===== config.mk =====
export PLATFORM = sky130hd
export DESIGN_NAME = lcd_hex_driver
export DESIGN_NICKNAME = d
export VERILOG_FILES = /design/src/rtl/lcd_pkg.sv /design/src/rtl/lcd_bus_writer.sv /design/src/rtl/lcd_hex_driver.sv
export SDC_FILE = /design/constraint.sdc
export NUM_CORES = 1
export LEC_CHECK = 0
export BUFFER_PORTS_ARGS = -buffer_cell sky130_fd_sc_hd__buf_2
export CAP_MARGIN = 10
export CORE_MARGIN = 3
export CORE_UTILIZATION = 45
export CTS_BUF_LIST = sky130_fd_sc_hd__clkbuf_4
export DETAILED_ROUTE_END_ITERATION = 16
export HOLD_SLACK_MARGIN = 0.02
export PLACE_DENSITY_LB_ADDON = 0.15
export RECOVER_POWER = 50
export SLEW_MARGIN = 20
export SYNTH_ARGS = -nofsm -noshare
export SYNTH_HDL_FRONTEND = slang
export SYNTH_HIERARCHICAL = 1
export SYNTH_SLANG_ARGS = --single-unit
export TNS_END_PERCENT = 50

===== constraint.sdc =====
create_clock -name clk -period 4.46 [get_ports clk]
set_clock_uncertainty 0.2 [all_clocks]
set_input_delay 1.338 -clock clk [delete_from_list [all_inputs] [get_ports clk]]
set_output_delay 1.338 -clock clk [all_outputs]
set_load 0.01 [all_outputs]

===== src/rtl/lcd_pkg.sv =====
`default_nettype none
// lcd_pkg: HD44780 command bytes and the helpers that turn a 32-bit value into hex characters.
package lcd_pkg;

  localparam logic [7:0] FUNC_SET = 8'h38;
  localparam logic [7:0] DISP_ON  = 8'h0C;
  localparam logic [7:0] CLEAR    = 8'h01;
  localparam logic [7:0] ENTRY    = 8'h06;
  localparam logic [7:0] ROW0     = 8'h80;
  localparam logic [7:0] ROW1     = 8'hC0;

  function automatic logic [7:0] init_cmd(input logic [1:0] idx);
    case (idx)
      2'd0:    return FUNC_SET;
      2'd1:    return DISP_ON;
      2'd2:    return CLEAR;
      default: return ENTRY;
    endcase
  endfunction

  // Uppercase ASCII: 0x37 + n lands on 'A' for n = 10.
  function automatic logic [7:0] hex_ascii(input logic [3:0] n);
    return (n < 4'd10) ? (8'h30 + {4'h0, n}) : (8'h37 + {4'h0, n});
  endfunction

  // Character k of a row is the k-th nibble counted from the most significant end.
  function automatic logic [3:0] nibble_at(input logic [31:0] v, input logic [2:0] k);
    logic [31:0] s;
    s = v >> (5'd28 - {k, 2'b00});
    return s[3:0];
  endfunction

endpackage
`default_nettype wire


===== src/rtl/lcd_bus_writer.sv =====
`default_nettype none
// lcd_bus_writer: one HD44780 byte write (setup, enable strobe, post-wait), then a done pulse.
// Revision: 1.0
module lcd_bus_writer #(
  parameter int EN_CYC = 50,
  parameter int CW     = 17
) (
  input  logic          clk,
  input  logic          rst_n,
  input  logic          start,
  input  logic [7:0]    byte_val,
  input  logic          rs,
  input  logic [CW-1:0] wait_cyc,
  output logic [7:0]    lcd_data,
  output logic          lcd_rs,
  output logic          lcd_en,
  output logic          done
);

  typedef enum logic [1:0] {W_IDLE, W_SETUP, W_EN, W_POST} wstate_t;

  wstate_t       state;
  logic [CW-1:0] cnt;
  logic [CW-1:0] post_len;

  always_ff @(posedge clk or negedge rst_n) begin
    if (!rst_n) begin
      state    <= W_IDLE;
      cnt      <= '0;
      post_len <= '0;
      lcd_data <= '0;
      lcd_rs   <= 1'b0;
      lcd_en   <= 1'b0;
      done     <= 1'b0;
    end else begin
      done <= 1'b0;
      case (state)
        W_IDLE: begin
          if (start) begin
            lcd_data <= byte_val;
            lcd_rs   <= rs;
            post_len <= wait_cyc;
            state    <= W_SETUP;
          end
        end
        W_SETUP: begin
          lcd_en <= 1'b1;
          cnt    <= '0;
          state  <= W_EN;
        end
        W_EN: begin
          if (cnt == CW'(EN_CYC - 1)) begin
            lcd_en <= 1'b0;
            cnt    <= '0;
            state  <= W_POST;
          end else begin
            cnt <= cnt + CW'(1);
          end
        end
        W_POST: begin
          // lcd_data/lcd_rs are left untouched so they stay valid through the whole wait.
          if (cnt + CW'(1) >= post_len) begin
            done  <= 1'b1;
            cnt   <= '0;
            state <= W_IDLE;
          end else begin
            cnt <= cnt + CW'(1);
          end
        end
        default: state <= W_IDLE;
      endcase
    end
  end

endmodule
`default_nettype wire


===== src/rtl/lcd_hex_driver.sv =====
`default_nettype none
// lcd_hex_driver: initialises an HD44780 LCD and continuously shows line1/line2 as 8 hex digits each.
// Revision: 1.0
module lcd_hex_driver
  import lcd_pkg::*;
#(
  parameter int CLK_HZ  = 50_000_000,
  parameter int PWR_CYC = 750_000,
  parameter int EN_CYC  = 50,
  parameter int CMD_CYC = 2_500,
  parameter int CLR_CYC = 100_000
) (
  input  logic        clk,
  input  logic        rst_n,
  input  logic [31:0] line1,
  input  logic [31:0] line2,
  output logic [7:0]  lcd_data,
  output logic        lcd_rs,
  output logic        lcd_rw,
  output logic        lcd_en,
  output logic        init_done,
  output logic        frame_done
);

  localparam int MAX_A = (PWR_CYC > CLR_CYC) ? PWR_CYC : CLR_CYC;
  localparam int MAX_B = (CMD_CYC > EN_CYC) ? CMD_CYC : EN_CYC;
  localparam int MAXC  = (MAX_A > MAX_B) ? MAX_A : MAX_B;
  localparam int CW    = $clog2(MAXC + 1);

  if (CLK_HZ < 1) begin : g_bad_clk
    $error("CLK_HZ must be positive");
  end

  typedef enum logic [2:0] {S_PWR_WAIT, S_INIT, S_ADDR0, S_ROW0, S_ADDR1, S_ROW1} state_t;

  state_t        state;
  logic [CW-1:0] pwr_cnt;
  logic [1:0]    init_idx;
  logic [2:0]    char_idx;
  logic          busy;
  logic [31:0]   snap1, snap2;
  logic          start;
  logic [7:0]    tx_byte;
  logic          tx_rs;
  logic [CW-1:0] tx_wait;
  logic          wr_done;

  logic [7:0]    nxt_byte;
  logic          nxt_rs;
  logic [CW-1:0] nxt_wait;

  assign lcd_rw = 1'b0;

  always_comb begin
    nxt_byte = init_cmd(init_idx);
    nxt_rs   = 1'b0;
    nxt_wait = CW'(CMD_CYC);
    case (state)
      S_INIT:  if (init_idx == 2'd2) nxt_wait = CW'(CLR_CYC);
      S_ADDR0: nxt_byte = ROW0;
      S_ROW0: begin
        nxt_byte = hex_ascii(nibble_at(snap1, char_idx));
        nxt_rs   = 1'b1;
      end
      S_ADDR1: nxt_byte = ROW1;
      S_ROW1: begin
        nxt_byte = hex_ascii(nibble_at(snap2, char_idx));
        nxt_rs   = 1'b1;
      end
      default: ;
    endcase
  end

  always_ff @(posedge clk or negedge rst_n) begin
    if (!rst_n) begin
      state      <= S_PWR_WAIT;
      pwr_cnt    <= '0;
      init_idx   <= '0;
      char_idx   <= '0;
      busy       <= 1'b0;
      snap1      <= '0;
      snap2      <= '0;
      start      <= 1'b0;
      tx_byte    <= '0;
      tx_rs      <= 1'b0;
      tx_wait    <= '0;
      init_done  <= 1'b0;
      frame_done <= 1'b0;
    end else begin
      start      <= 1'b0;
      frame_done <= 1'b0;
      if (state == S_PWR_WAIT) begin
        if (pwr_cnt == CW'(PWR_CYC - 1)) begin
          pwr_cnt <= '0;
          state   <= S_INIT;
        end else begin
          pwr_cnt <= pwr_cnt + CW'(1);
        end
      end else if (!busy) begin
        start   <= 1'b1;
        busy    <= 1'b1;
        tx_byte <= nxt_byte;
        tx_rs   <= nxt_rs;
        tx_wait <= nxt_wait;
      end else if (wr_done) begin
        busy <= 1'b0;
        case (state)
          S_INIT: begin
            if (init_idx == 2'd3) begin
              init_done <= 1'b1;
              snap1     <= line1;
              snap2     <= line2;
              state     <= S_ADDR0;
            end
            init_idx <= init_idx + 2'd1;
          end
          S_ADDR0: begin
            char_idx <= '0;
            state    <= S_ROW0;
          end
          S_ROW0: begin
            if (char_idx == 3'd7) state <= S_ADDR1;
            char_idx <= char_idx + 3'd1;
          end
          S_ADDR1: state <= S_ROW1;
          S_ROW1: begin
            // Snapshot on every entry to ADDR0 so a frame never mixes old and new inputs.
            if (char_idx == 3'd7) begin
              frame_done <= 1'b1;
              snap1      <= line1;
              snap2      <= line2;
              state      <= S_ADDR0;
            end
            char_idx <= char_idx + 3'd1;
          end
          default: state <= S_PWR_WAIT;
        endcase
      end
    end
  end

  lcd_bus_writer #(
    .EN_CYC (EN_CYC),
    .CW     (CW)
  ) u_writer (
    .clk      (clk),
    .rst_n    (rst_n),
    .start    (start),
    .byte_val (tx_byte),
    .rs       (tx_rs),
    .wait_cyc (tx_wait),
    .lcd_data (lcd_data),
    .lcd_rs   (lcd_rs),
    .lcd_en   (lcd_en),
    .done     (wr_done)
  );

endmodule
`default_nettype wire


==> impl_metrics.json, run 1 <==
{
  "min_to": "init_done$_DFFE_PN0P_",
  "dr.pass1.iters": 5,
  "dp_slack_ns": 0.626,
  "syn2layout_area_growth_pct": 9.24,
  "worst-setup-path-type": "reg2reg",
  "die_w_um": 144,
  "synth_edf_count": 0,
  "synth.distinct_cells": 74,
  "cts_htree_levels": 4,
  "antenna_left": 0,
  "r2r_start": "u_writer/cnt[5]$_DFFE_PN0N_",
  "cp.depth": 12,
  "cell_internal_pwr_mw": 1.73,
  "cts_resized": 0,
  "antenna_found_initial": 2,
  "cp_max_fo": 10,
  "clk_path_buf_depth": 2,
  "dieArea_um2": 20800,
  "fin_nets": 915,
  "vias_per_cell": 5.53,
  "drtIter0Drc": 357,
  "start_util_pct": 46.8,
  "violations": "max-capacitance violations, max-slew violations",
  "clock_sinks": 161,
  "setup_tns_ns": 0,
  "seq_area_frac_synth_pct": 46.8,
  "syn_avg_cell_area_um2": 11.7,
  "crit_family": "simple AND/OR/NAND/NOR gates",
  "final-hold-violation-count": 0,
  "combPwrFrac_pct": 3.2,
  "grtUsageTotal_pct": 18.4,
  "rr_endpoint": "u_writer/state[1]$_DFFE_PN0P_",
  "cts_tree": "built",
  "rsz0062_at_grt": "false",
  "io_buffers": 77,
  "finalCriticalPeriod_ns": 3.89,
  "clockPowerShare_pct": 33.6,
  "power.share.switching_pct": 25.7,
  "irDropWorstVdd_uv": 176,
  "core_um2": 18400,
  "crit_required_ns": 4.73,
  "worst_pin_slew_ns": 2.41,
  "num_rows": 49,
  "cpMaxStageDelayCell": "dfrtp_1",
  "power_switching_uw": 596,
  "dieHeight_um": 144,
  "holdPathStages": 1,
  "grt_max_degree": 95,
  "fmax_mhz": 257,
  "synthesis.area_um2": 8600,
  "critPathMaxStageDelay_ns": 0.52,
  "start_kind": "flop",
  "overflow": 0,
  "drc_errors": 0,
  "slew_headroom_pct": -60.9,
  "final_layout_size_suffix_gt1_share_pct": 29.4,
  "routedWlPerCell_um": 17.1,
  "cp-end-kind": "flop",
  "syn_inst": 738,
  "num_io_pins": 79,
  "hp-class": "reg2reg",
  "grt_pass1_vias": 6060,
  "postCtsHoldBufs": 0,
  "status": "finished, violations left",
  "wirelength_um": 18000,
  "numCtsBuffers": 17,
  "critical_path.cell_chain": "nand4_1 > nor4_4 > nand2_1 > nor2_1 > xnor2_1 > ha_1 > nand4_2 > nor4_2 > nand3b_1 > and3_1 > a211oi_1 > mux2_1",
  "min_from": "init_done$_DFFE_PN0P_",
  "layout_setup_ws_ns": 0.566,
  "synth_top_flop_cell": "dfrtp_1",
  "clk_latency_ns": 0.58,
  "worstPathArrival_ns": 4.16,
  "hold-worst-slack_ns": 0.289,
  "power.share.sequential_pct": 63.2,
  "cap_viol_max_count": 1,
  "hpwl_um": 13000,
  "cts_root_buf": "clkbuf_4",
  "grt_pass1_wl_um": 30600,
  "fin_crit_sh_pct": 87.3,
  "leakage_nw": 4.53,
  "async_flop_share_pct": 100,
  "powerDensity_nw_per_um2": 247,
  "setup_violations": 0,
  "path_clk_slew_ns": 0.15,
  "gp_congestion": 0.894,
  "vias": 5839,
  "crit_path_start": "u_writer/cnt[5]$_DFFE_PN0N_",
  "r2r_slack_ns": 0.57,
  "slew_viol_final": 94,
  "rr_worst_depth": 12,
  "ys_warn_count": 6,
  "cp_num_buf_inv": 0,
  "ys_seq_elements": 161,
  "cts_setup_buffers": 0
}
[cell type report]
type,count,area [µm²]
Antenna cell,1,2.50
Clock buffer,18,135
Multi-Input combinational cell,511,4250
Inverter,39,146
Timing Repair Buffer,83,440
Clock inverter,14,105
Fill cell,1680,9000
Tap cell,229,287
Sequential cell,161,4030
[worst reg2reg max path: stages, from the launching register on]
cell and delay [ns]:
dfrtp_1 0.52, nand4_1 0.20, nor4_4 0.46, nand2_1 0.23, nor2_1 0.17, xnor2_1 0.08
ha_1 0.31, nand4_2 0.15, nor4_2 0.36, nand3b_1 0.11, and3_1 0.27, a211oi_1 0.36
mux2_1 0.37
[layout by cell type (no fill, tap or decap), drive strengths merged, types with 13 or more instances in the layout]
cell type,count
nor2,50
ha,36
nand3,22
buf,81
a21oi,24
nor3,13
nand2,38
o21ai,29
inv,44
dfrtp,161
mux4,16
xnor2,18
mux2,98
xor2,17
nand4,16
mux2i,22
clkbuf,20
[sequential cells by signal, indices dropped and copies added (netlist names), named ones only]
| signal | flops |
|---|---|
| u_writer/done | 1 |
| u_writer/lcd_data | 8 |
| state | 2 |
| init_idx | 2 |
| u_writer/state | 2 |
| pwr_cnt | 20 |
| init_done | 1 |
| snap2 | 32 |
| u_writer/post_len | 20 |
| u_writer/cnt | 20 |
| tx_rs | 1 |
| tx_wait | 3 |
| snap1 | 32 |
| char_idx | 3 |
| u_writer/lcd_rs | 1 |
| tx_byte | 8 |
| frame_done | 1 |
| busy | 1 |
| u_writer/lcd_en | 1 |
| start | 1 |
[metrics by stage]
| stage | utilization (%) | instance area [µm²] | power (mW) | cells |
|---|---|---|---|---|
| 6_report | 51.1 | 9390 | 2.32 | 1056 |
| 5_1_grt | 51.1 | 9390 | 2.44 | 1056 |
| 4_1_cts | 51.1 | 9400 | 2.36 | 1055 |
| 3_5_place_dp | 49.8 | 9160 | 1.57 | 1023 |
| 3_3_place_gp | 49.8 | 9160 | 1.57 | 1023 |
| 2_1_floorplan | - | 8640 | 1.51 | 748 |
[synthesized netlist by cell type (3+ instances only)]
cell,n,area [µm²]
mux2_2,96,1080
a22oi_1,3,22.5
nor3_1,13,65.1
buf_2,9,45.0
a21oi_1,24,120
and4_1,5,43.8
a21o_1,5,37.5
nand2_1,38,143
nand3_1,20,100
dfrtp_1,161,4030
o22a_1,3,26.3
o21ai_0,25,125
nor2b_1,6,37.5
buf_6,4,45.0
ha_1,36,450
inv_1,39,146
o21ai_1,4,20.0
a211o_1,3,26.3
mux2i_1,19,190
nand4_1,15,93.8
nor2_1,50,188
xor2_1,17,149
and3_1,8,50.1
mux4_2,16,360
nor4b_1,3,26.3
a211oi_1,5,37.5
buf_4,11,82.6
and2_1,3,18.8
a31oi_1,5,31.3
nand2b_1,4,25.0
xnor2_1,18,158
buf_1,3,11.3
clkbuf_1,8,30.0
[per-layer routing]
layer | routed length [µm] | global-route usage, %
met5 | 20 | 0
met4 | 181 | 4.07
met3 | 946 | 5.06
met2 | 8470 | 28.8
met1 | 8420 | 25.8
[power by group through the flow]
stage	registers [mW]	logic (mW)	clock network, mW
floorplan	1.49	0.0132	0
global placement	1.49	0.0752	0
detailed placement	1.49	0.0769	0
CTS	1.47	0.0773	0.815
global route	1.47	0.0863	0.881
finish	1.47	0.0735	0.781
[worst max path at each step]
stage / to / slack, ns
5_1_grt: u_writer/state[1]$_DFFE_PN0P_ / 0.32
4_1_cts: u_writer/state[1]$_DFFE_PN0P_ / 0.59
3_3_place_gp: u_writer/state[1]$_DFFE_PN0P_ / 0.77
6_report: u_writer/state[1]$_DFFE_PN0P_ / 0.57
3_5_place_dp: u_writer/state[1]$_DFFE_PN0P_ / 0.63
2_1_floorplan: u_writer/state[1]$_DFFE_PN0P_ / 0.91
[logic make-up after synthesis]
family / Yosys count / synth area share [%]
AO/OA/AOI/OAI: 104 / 8.00
buffers and inverters: 76 / 4.31
adder cells (fa/ha/maj): 36 / 5.24
flip-flops: 161 / 46.8
XOR/XNOR: 35 / 3.56
multiplexers: 136 / 20.0
AND/OR/NAND/NOR: 189 / 12.0
other: 1 / 0.0436
(Power assumes the default switching activity.)
==> run 2: changes to the inputs <==
--- a/config.mk
+++ b/config.mk
@@ -14,6 +14,7 @@
 export HOLD_SLACK_MARGIN = 0.02
 export PLACE_DENSITY_LB_ADDON = 0.15
 export RECOVER_POWER = 50
+export REMOVE_ABC_BUFFERS = 1
 export SLEW_MARGIN = 20
 export SYNTH_ARGS = -nofsm -noshare
 export SYNTH_HDL_FRONTEND = slang
==> run 2 against run 1 <==
  * The run still ends with max-capacitance violations, max-slew violations left
  * Sequential share of layout area down 0.58 points
  * Routed wire length shrank 0.68%
  * Total power is 12% higher
  * Die area is the same
  * Critical endpoint unchanged
  * Largest cell class unchanged
==> impl_metrics.json, run 2 (synthesis gave the netlist of run 1 again) <==
{
  "layout_setup_ws_ns": 0.522,
  "cp_common_cell": "and4_1",
  "vias_per_cell": 5.60,
  "worst-setup-path-type": "reg2reg",
  "top_layer_used": "met4",
  "vias": 5915,
  "grt_pass1_wl_um": 30100,
  "clk_latency_ns": 0.56,
  "slew_viol_final": 66,
  "wl_met3_um": 862,
  "numCtsBuffers": 17,
  "drc_errors": 0,
  "fmax_mhz": 254,
  "overflow": 0,
  "fin_crit_sh_pct": 88.3,
  "final_common_cell": "dfrtp_1",
  "cts_resized": 0,
  "cts_setup_buffers": 0,
  "grt_max_degree": 72,
  "dr.pass1.iters": 5,
  "cpMaxStageDelayCell": "dfrtp_1",
  "hpwl_um": 13000,
  "cts_tree": "built",
  "critical_path.cell_chain": "ha_1 > and4_1 > and4_1 > and4_1 > xor2_1 > ha_1 > nand4_2 > nor4_2 > nand3b_1 > and3_1 > a211oi_1 > mux2_1",
  "met2_length_um": 8790,
  "place_area_um2": 9170,
  "placed_cells": 1023,
  "io_buffers": 77,
  "leakage_nw": 4.58,
  "irDropWorstVdd_uv": 168,
  "power_mw": 2.59,
  "gp_congestion": 0.884,
  "cp-end-kind": "flop",
  "status": "finished, violations left",
  "setup_violations": 0,
  "cp_max_fo": 7,
  "worst_pin_slew_ns": 1.71,
  "syn2layout_area_growth_pct": 10.7,
  "layout_common_cells": "dfrtp_1, mux2_2, buf_2",
  "start_util_pct": 46.8,
  "m1WireLength_um": 8030,
  "wirelength_um": 17900,
  "violations": "max-capacitance violations, max-slew violations",
  "postCtsHoldBufs": 0,
  "dieHeight_um": 144,
  "cts_htree_levels": 4,
  "fin_nets": 915,
  "final_cell_area_um2": 9520,
  "slew_headroom_pct": -13.9,
  "final-hold-violation-count": 0,
  "antenna_left": 0,
  "num_io_pins": 79,
  "dieArea_um2": 20800,
  "crit_family": "simple AND/OR/NAND/NOR gates",
  "utilization_pct": 51.8,
  "final_layout_size_suffix_gt1_share_pct": 29.4,
  "cts_root_buf": "clkbuf_4",
  "critPathMaxStageDelay_ns": 0.49,
  "core_um2": 18400,
  "finalCriticalPeriod_ns": 3.94,
  "final_cells": 1056,
  "clk_path_buf_depth": 2,
  "worstPathArrival_ns": 4.18,
  "grtUsageTotal_pct": 18.1,
  "start_kind": "flop",
  "cap_viol_max_count": 1,
  "grt_pass1_vias": 6002,
  "crit_required_ns": 4.70,
  "rsz0062_at_grt": "false",
  "top_regs": "snap1: 32 flops, snap2: 32 flops",
  "clock_sinks": 161,
  "hp-class": "reg2reg",
  "num_rows": 49,
  "die_w_um": 144,
  "path_clk_slew_ns": 0.13,
  "cp_num_buf_inv": 0,
  "drtIter0Drc": 281,
  "dp_slack_ns": 0.610,
  "antenna_found_initial": 1,
  "routedWlPerCell_um": 17.0,
  "powerDensity_nw_per_um2": 272
}
run 2: path summary, 6_finish.rpt:
kind / start / endpoint / slack [ns] / cells past startpoint
min reg2reg: tx_wait[7]$_DFFE_PN0P_ / tx_wait[7]$_DFFE_PN0P_ / 0.29 / 1
min in group asynchronous: rst_n / pwr_cnt[3]$_DFFE_PN0P_ / 1.00 / 1
min: tx_wait[7]$_DFFE_PN0P_ / tx_wait[7]$_DFFE_PN0P_ / 0.29 / 1
max: u_writer/cnt[0]$_DFFE_PN0N_ / u_writer/state[1]$_DFFE_PN0P_ / 0.52 / 12
max reg2reg: u_writer/cnt[0]$_DFFE_PN0N_ / u_writer/state[1]$_DFFE_PN0P_ / 0.52 / 12
max in group asynchronous: rst_n / tx_byte[6]$_DFFE_PN0P_ / 0.96 / 2
run 2: metrics by stage:
| step | setup TNS, ns | hold slack [ns] |
|---|---|---|
| global placement | 0 | 0.254 |
| detailed placement | 0 | 0.257 |
| finish | 0 | 0.294 |
| CTS | 0 | 0.294 |
| floorplan | -59.99 | 0.230 |
| global route | 0 | 0.319 |
run 2: power by group:
part	switching, mW	internal, mW
sequential	0.00239	1.46
clock	0.545	0.507
combinational	0.0439	0.0289
run 2: layout make-up:
class	count	area (µm²)
diodes	1	2.50
fillers	1649	8870
well taps	229	287
multi-input cells	511	4250
clock inverters	15	230
inverters	39	146
clock buffers	17	128
repair buffers	83	452
flip-flops and latches	161	4030
run 2: metal layers:
metal	global-route usage, %	vias to the layer above
met4	5.20	0
met2	29.7	133
met1	24.3	2955
li1	-	2804
met5	0	-
met3	4.27	23
